--- src/rtl/gcd_operand_capture.sv ---
// Front end for the GCD datapath: button sync/debounce, operand capture on "go",
// zero-operand rejection, one-cycle start pulse and lockout until the core reports done.
module gcd_operand_capture #(
    parameter int DATA_W          = 8,
    parameter int DEBOUNCE_CYCLES = 4,
    parameter int CNT_W           = 20
) (
    input  logic              clk,
    input  logic              rst_n,
    input  logic [3:0]        BTN,
    input  logic [DATA_W-1:0] SW,
    input  logic [DATA_W-1:0] DIP,
    input  logic              gcd_done,
    output logic [DATA_W-1:0] op_a,
    output logic [DATA_W-1:0] op_b,
    output logic              start,
    output logic              busy,
    output logic              err,
    output logic [3:0]        btn_level
);

    typedef enum logic [1:0] {
        S_IDLE  = 2'd0,
        S_LOAD  = 2'd1,
        S_START = 2'd2,
        S_WAIT  = 2'd3
    } state_t;

    localparam logic [CNT_W-1:0] CNT_LAST = CNT_W'(DEBOUNCE_CYCLES - 1);

    logic [3:0]        sync1_reg;
    logic [3:0]        sync2_reg;
    logic [3:0]        btn_level_reg;
    logic [3:0]        btn_level_q_reg;
    logic [3:0]        press;
    state_t            state_reg;
    logic [DATA_W-1:0] op_a_reg;
    logic [DATA_W-1:0] op_b_reg;
    logic              start_reg;
    logic              busy_reg;
    logic              err_reg;

    always_ff @(posedge clk) begin
        if (!rst_n) begin
            sync1_reg <= '0;
            sync2_reg <= '0;
        end else begin
            sync1_reg <= BTN;
            sync2_reg <= sync1_reg;
        end
    end

    // Each bit has its own counter; the level only moves after the synchronized
    // input has disagreed with it for DEBOUNCE_CYCLES consecutive edges.
    generate
        for (genvar gi = 0; gi < 4; gi++) begin : gen_db
            logic [CNT_W-1:0] cnt_reg;
            logic             lvl_reg;

            always_ff @(posedge clk) begin
                if (!rst_n) begin
                    cnt_reg <= '0;
                    lvl_reg <= 1'b0;
                end else if (sync2_reg[gi] != lvl_reg) begin
                    if (cnt_reg == CNT_LAST) begin
                        cnt_reg <= '0;
                        lvl_reg <= ~lvl_reg;
                    end else begin
                        cnt_reg <= cnt_reg + 1'b1;
                    end
                end else begin
                    cnt_reg <= '0;
                end
            end

            assign btn_level_reg[gi] = lvl_reg;
        end
    endgenerate

    assign press = btn_level_reg & ~btn_level_q_reg;

    always_ff @(posedge clk) begin
        if (!rst_n) begin
            btn_level_q_reg <= '0;
            state_reg       <= S_IDLE;
            op_a_reg        <= '0;
            op_b_reg        <= '0;
            start_reg       <= 1'b0;
            busy_reg        <= 1'b0;
            err_reg         <= 1'b0;
        end else begin
            btn_level_q_reg <= btn_level_reg;
            start_reg       <= 1'b0;
            if (press[3]) begin
                // Clear wins over a simultaneous go or done.
                state_reg <= S_IDLE;
                busy_reg  <= 1'b0;
                op_a_reg  <= '0;
                op_b_reg  <= '0;
                err_reg   <= 1'b0;
            end else begin
                case (state_reg)
                    S_IDLE: begin
                        if (press[0]) begin
                            op_a_reg  <= SW;
                            op_b_reg  <= DIP;
                            err_reg   <= 1'b0;
                            state_reg <= S_LOAD;
                            busy_reg  <= 1'b1;
                        end
                    end
                    S_LOAD: begin
                        if (op_a_reg == '0 || op_b_reg == '0) begin
                            err_reg   <= 1'b1;
                            state_reg <= S_IDLE;
                            busy_reg  <= 1'b0;
                        end else begin
                            start_reg <= 1'b1;
                            state_reg <= S_START;
                        end
                    end
                    S_START: begin
                        state_reg <= S_WAIT;
                    end
                    S_WAIT: begin
                        if (gcd_done) begin
                            state_reg <= S_IDLE;
                            busy_reg  <= 1'b0;
                        end
                    end
                    default: begin
                        state_reg <= S_IDLE;
                        busy_reg  <= 1'b0;
                    end
                endcase
            end
        end
    end

    assign op_a      = op_a_reg;
    assign op_b      = op_b_reg;
    assign start     = start_reg;
    assign busy      = busy_reg;
    assign err       = err_reg;
    assign btn_level = btn_level_reg;

endmodule

--- config.mk ---
export PLATFORM = sky130hd
export DESIGN_NAME = gcd_operand_capture
export DESIGN_NICKNAME = d
export VERILOG_FILES = /design/src/rtl/gcd_operand_capture.sv
export SDC_FILE = /design/constraint.sdc
export NUM_CORES = 1
export LEC_CHECK = 0
export CAP_MARGIN = 30
export CORE_ASPECT_RATIO = 1.4
export CORE_MARGIN = 2
export CORE_UTILIZATION = 30
export CTS_CLUSTER_SIZE = 16
export DETAILED_ROUTE_END_ITERATION = 16
export RECOVER_POWER = 100
export SLEW_MARGIN = 20
export SYNTH_ARGS = -nofsm -noshare
export SYNTH_HDL_FRONTEND = slang
export SYNTH_SLANG_ARGS = --single-unit
--- constraint.sdc ---
create_clock -name clk -period 2.25 [get_ports clk]
set_input_delay 0.45 -clock clk [delete_from_list [all_inputs] [get_ports clk]]
set_output_delay 0.45 -clock clk [all_outputs]
set_load 0.01 [all_outputs]
==> summary.md <==
| Metric | Value |
|---|---|
| Outcome | finished, final reports clean |
| Asr flop ratio synth | 0% |
| Mapped Nets | 597 |
| Initial antenna violation count | 0 |
| I/O Pins | 46 |
| Delay of the slowest critical-path stage | 650 ps |
| Number of buffers inserted to repair setup after CTS | 0 |
| Clock insertion delay at the later pin of the skew report | between 400 and 500 ps |
| Number of logic stages on the critical path including buffering | 5 |
| Clock sink count | 115 |
| Startpoint of the most critical register-to-register path | gen_db[0].cnt_reg[0]$_SDFF_PP0_ |
| Worst Tran Pin Value | 849.0 ps |
| Crit start category | register |
| Clock group share of total power | between 50% and 60% |
| Commonest non-fill, non-tap cell in the layout | sky130_fd_sc_hd__dfxtp_1 |
| Worst IR drop on VDD | slightly below 0.5 mV |
| Maximum number of pins on one net before global-route repair | 22 |
| Sequential group share of total power | 41.7% |
| Power Internal | ~0.0040 W |
| H-tree depth | 4 |
| Worst Path Arrival | 2370 ps |
| Clock-pin slew reported for the worst setup and hold paths after clock tree synthesis | 50 ps |
| Initial detailed-routing violation count | 197 |
| HPWL Detailed | 7183 microns |
| Sequential share of the synthesized area | 46.51% |
| Count of buffers inserted at the top-level ports | 45 |
| Final Core Density | a little under two fifths |
| Post-cts sizing count | 0 |
| Count of distinct cell types in the synthesized netlist | 44 |
| Vias in the first global route | a little over 4,000 |
| Final Net Count | between 600 and 700 |
| Post-synthesis to final-layout area growth | 25.03% |
| Element type at the critical path end | register |
| Clk buf depth | 2 |
| Leading register cell type out of synthesis | sky130_fd_sc_hd__dfxtp_1 |
| CP startpoint | gen_db[0].cnt_reg[0]$_SDFF_PP0_ |
| Post-synthesis instance total | 570 |
| Critical path data required time | 2590 ps |
| PwrDens | 796.2 nW/um^2 |
| Number of clock buffers inserted by TritonCTS | 17 |
| Remaining antenna violation count after routing | 0 |
| Vias per cell | 4.915 |
| Total of hold buffers inserted after clock tree synthesis | 0 |
| Routed length per instance | 12.44 microns |
| Capture instance of the worst register-to-register path | gen_db[0].cnt_reg[16]$_SDFF_PP0_ |
| Slew Limit Fails | 0 |
| Gr ovfl total | 0 |
| Total wire length | about 10,000 microns |
| Worst Skew | 7.981 ps |
| Type of the worst min-delay path | reg -> reg |
| First-pass GRT wire length | 18,230 microns |
| Post-route DRC | 0 |
| Count of final hold-check violations | 0 |
| Yosys Warn Count | 0 |
| GRT Total Usage | 12.41% |
| Cells on worst reg2reg path | 5 |
| Leakage component of the power | about 2.1 nW |
| Initial core utilization | 30.61% |
| Die area | 17,560 sq um |
| Switch share | 19.00% |
| Worst-path cell chain | ha_1 > and4_1 > nand2_1 > or4b_2 > a21oi_1 |
| Biggest fanout along the worst timing path | 7 |
| Max-capacitance violation count | 0 |
| Setup TNS after final layout | 0 ps |
| Number of synthesized register bits | 115 |
| Peak Freq | 0.4930 GHz |
| Critical path capture point | gen_db[0].cnt_reg[16]$_SDFF_PP0_ |
| Net switching power | 0.0009360 W |
| Antenna Cells | 0 |
| Slowest CP cell | sky130_fd_sc_hd__or4b_2 |
| Number of failing setup endpoints in the final timing report | 0 |
| Pre-Repair DR Iteration Count | 4 |
| Power share of the combinational group | 1.5% |
| Cell row count | 55 |
| RePlAce Congestion | 0.8259 |
| RSZ-0062 raised after global routing | no |
| Commonest cells after routing, fill and taps aside | 115 x sky130_fd_sc_hd__dfxtp_1, 73 x sky130_fd_sc_hd__nor2_1, 60 x sky130_fd_sc_hd__nand2_1 |
| Die X | between 100 and 150 microns |
| Root buffer selected by CTS | sky130_fd_sc_hd__clkbuf_16 |
| Largest register FFs | 80 |
| Vertical die dimension | ~160 microns |
| Vias after detailed routing | about 4,100 |
| Buffers and inverters on the worst path | 0 |
| CTS tree | yes |
| Total core area | 16,170 sq um |
| Final cycle utilization of the critical path | 90.15% |
| Synth Cell Area | 4950 sq um |
| Syn_area_per_cell | slightly below 9 sq um |
| Share of final-layout standard cells stronger than drive strength 1 | 7.472% |
| Critical path class | reg -> reg |
| Worst path top cell family by delay | simple AND/OR/NAND/NOR gates |
| Count of flip-flops with a built-in enable after synthesis | 0 |
| Internal reg-to-reg setup slack | 220 ps |
| Slew margin rel. | between 40 and 50% |
| Final critical delay including setup and external delays | just over 2000 ps |
==> metal layers <==
| layer | track usage (%) | vias up | part of all wire, % |
|---|---|---|---|
| met5 | 0 | - | 0 |
| met4 | 5.343 | 0 | 1.9 |
| met3 | 3.807 | 18 | 4.1 |
| met2 | 21.96 | 81 | 50 |
| met1 | 13.65 | 1886 | 44 |
| li1 | - | 2085 | - |
==> worst register-to-register path: cells and delay by family (launching register included) <==
kind | cells | cell delay [ps]
flops | 1 | 430
compound gates | 1 | 160
simple gates | 3 | 1060
fa+ha+maj | 1 | 300
==> area by class of cell <==
class                   instances  area, sq um
clock buffers                  22        464.2
clock inverters                10        155.1
fillers                      1592         9983
inverters                      17        63.81
multi-input cells             413         2464
flip-flops and latches        115         2302
well taps                     199        249.0
repair buffers                 52        490.5
==> stage by stage <==
| stage | hold slack [ps] | instances | area, sq um | total power (W) | setup WS [ps] |
|---|---|---|---|---|---|
| detailed placement | 433.1 | 796 | 5585 | 0.002173 | 268.3 |
| CTS | 445.0 | 828 | 6205 | 0.004993 | 233.8 |
| global placement | 418.6 | 796 | 5585 | 0.002172 | 339.0 |
| global route | 487.0 | 828 | 6188 | 0.005085 | 111.4 |
| floorplan | 411.9 | 570 | 4950 | 0.002122 | 439.6 |
| finish | 450.5 | 828 | 6188 | 0.004927 | 221.7 |
==> Yosys cell counts, types with 2 or more instances <==
cell type	instances	area share, %
sky130_fd_sc_hd__dfxtp_1	115	47
sky130_fd_sc_hd__nor2_1	73	5.5
sky130_fd_sc_hd__nand2_1	60	4.6
sky130_fd_sc_hd__a21oi_1	38	3.8
sky130_fd_sc_hd__xor2_1	34	6.0
sky130_fd_sc_hd__xnor2_1	25	4.4
sky130_fd_sc_hd__nand3_1	23	2.3
sky130_fd_sc_hd__nor4_1	23	2.9
sky130_fd_sc_hd__nand4_1	22	2.8
sky130_fd_sc_hd__clkbuf_1	17	1.3
sky130_fd_sc_hd__inv_1	17	1.3
sky130_fd_sc_hd__o21ai_0	17	1.7
sky130_fd_sc_hd__or3_1	16	2.0
sky130_fd_sc_hd__nor3_1	11	1.1
sky130_fd_sc_hd__and2_1	10	1.3
sky130_fd_sc_hd__and4_1	9	1.6
sky130_fd_sc_hd__and3_1	6	0.76
sky130_fd_sc_hd__buf_4	5	0.76
sky130_fd_sc_hd__or4_1	5	0.76
sky130_fd_sc_hd__ha_1	4	1.0
sky130_fd_sc_hd__nand4b_1	4	0.71
sky130_fd_sc_hd__nor4b_1	4	0.71
sky130_fd_sc_hd__o211ai_1	4	0.61
sky130_fd_sc_hd__nand4_4	3	1.3
sky130_fd_sc_hd__o31ai_1	3	0.45
sky130_fd_sc_hd__clkbuf_2	2	0.20
sky130_fd_sc_hd__nand2b_1	2	0.25
sky130_fd_sc_hd__or4_4	2	0.45
==> how the worst min path moves through the flow <==
stage / from / endpoint / slack [ps] / cells past startpoint
floorplan: sync1_reg[0]$_SDFF_PN0_ / sync2_reg[0]$_SDFF_PN0_ / 410 / 1
CTS: sync1_reg[3]$_SDFF_PN0_ / sync2_reg[3]$_SDFF_PN0_ / 440 / 1
global route: sync1_reg[0]$_SDFF_PN0_ / sync2_reg[0]$_SDFF_PN0_ / 490 / 1
global placement: sync1_reg[0]$_SDFF_PN0_ / sync2_reg[0]$_SDFF_PN0_ / 420 / 1
detailed placement: sync1_reg[3]$_SDFF_PN0_ / sync2_reg[3]$_SDFF_PN0_ / 430 / 1
finish: sync1_reg[0]$_SDFF_PN0_ / sync2_reg[0]$_SDFF_PN0_ / 450 / 1
==> cell families (layout without fill, tap and decap cells) <==
| logic type | Yosys count | after routing | share of synthesized area, % |
|---|---|---|---|
| DFF | 115 | 115 | 46.51 |
| and+or+nand+nor | 280 | 280 | 30.36 |
| xor gates and xnor gates | 59 | 59 | 10.44 |
| buffers and inverters | 42 | 101 | 3.640 |
| AOI/OAI and AO/OA | 70 | 70 | 8.039 |
| adders and majority gates | 4 | 4 | 1.011 |
==> power by group through the flow <==
stage | Sequential (W) | Combinational [W] | Clock (W)
final | 0.00205 | 0.0000746 | 0.00280
after global routing | 0.00205 | 0.0000830 | 0.00295
after CTS | 0.00205 | 0.0000788 | 0.00286
after detailed placement | 0.00210 | 0.0000779 | 0
after global placement | 0.00210 | 0.0000767 | 0
after floorplan | 0.00209 | 0.0000274 | 0
No activity file was read; power rests on OpenSTA's default activity.
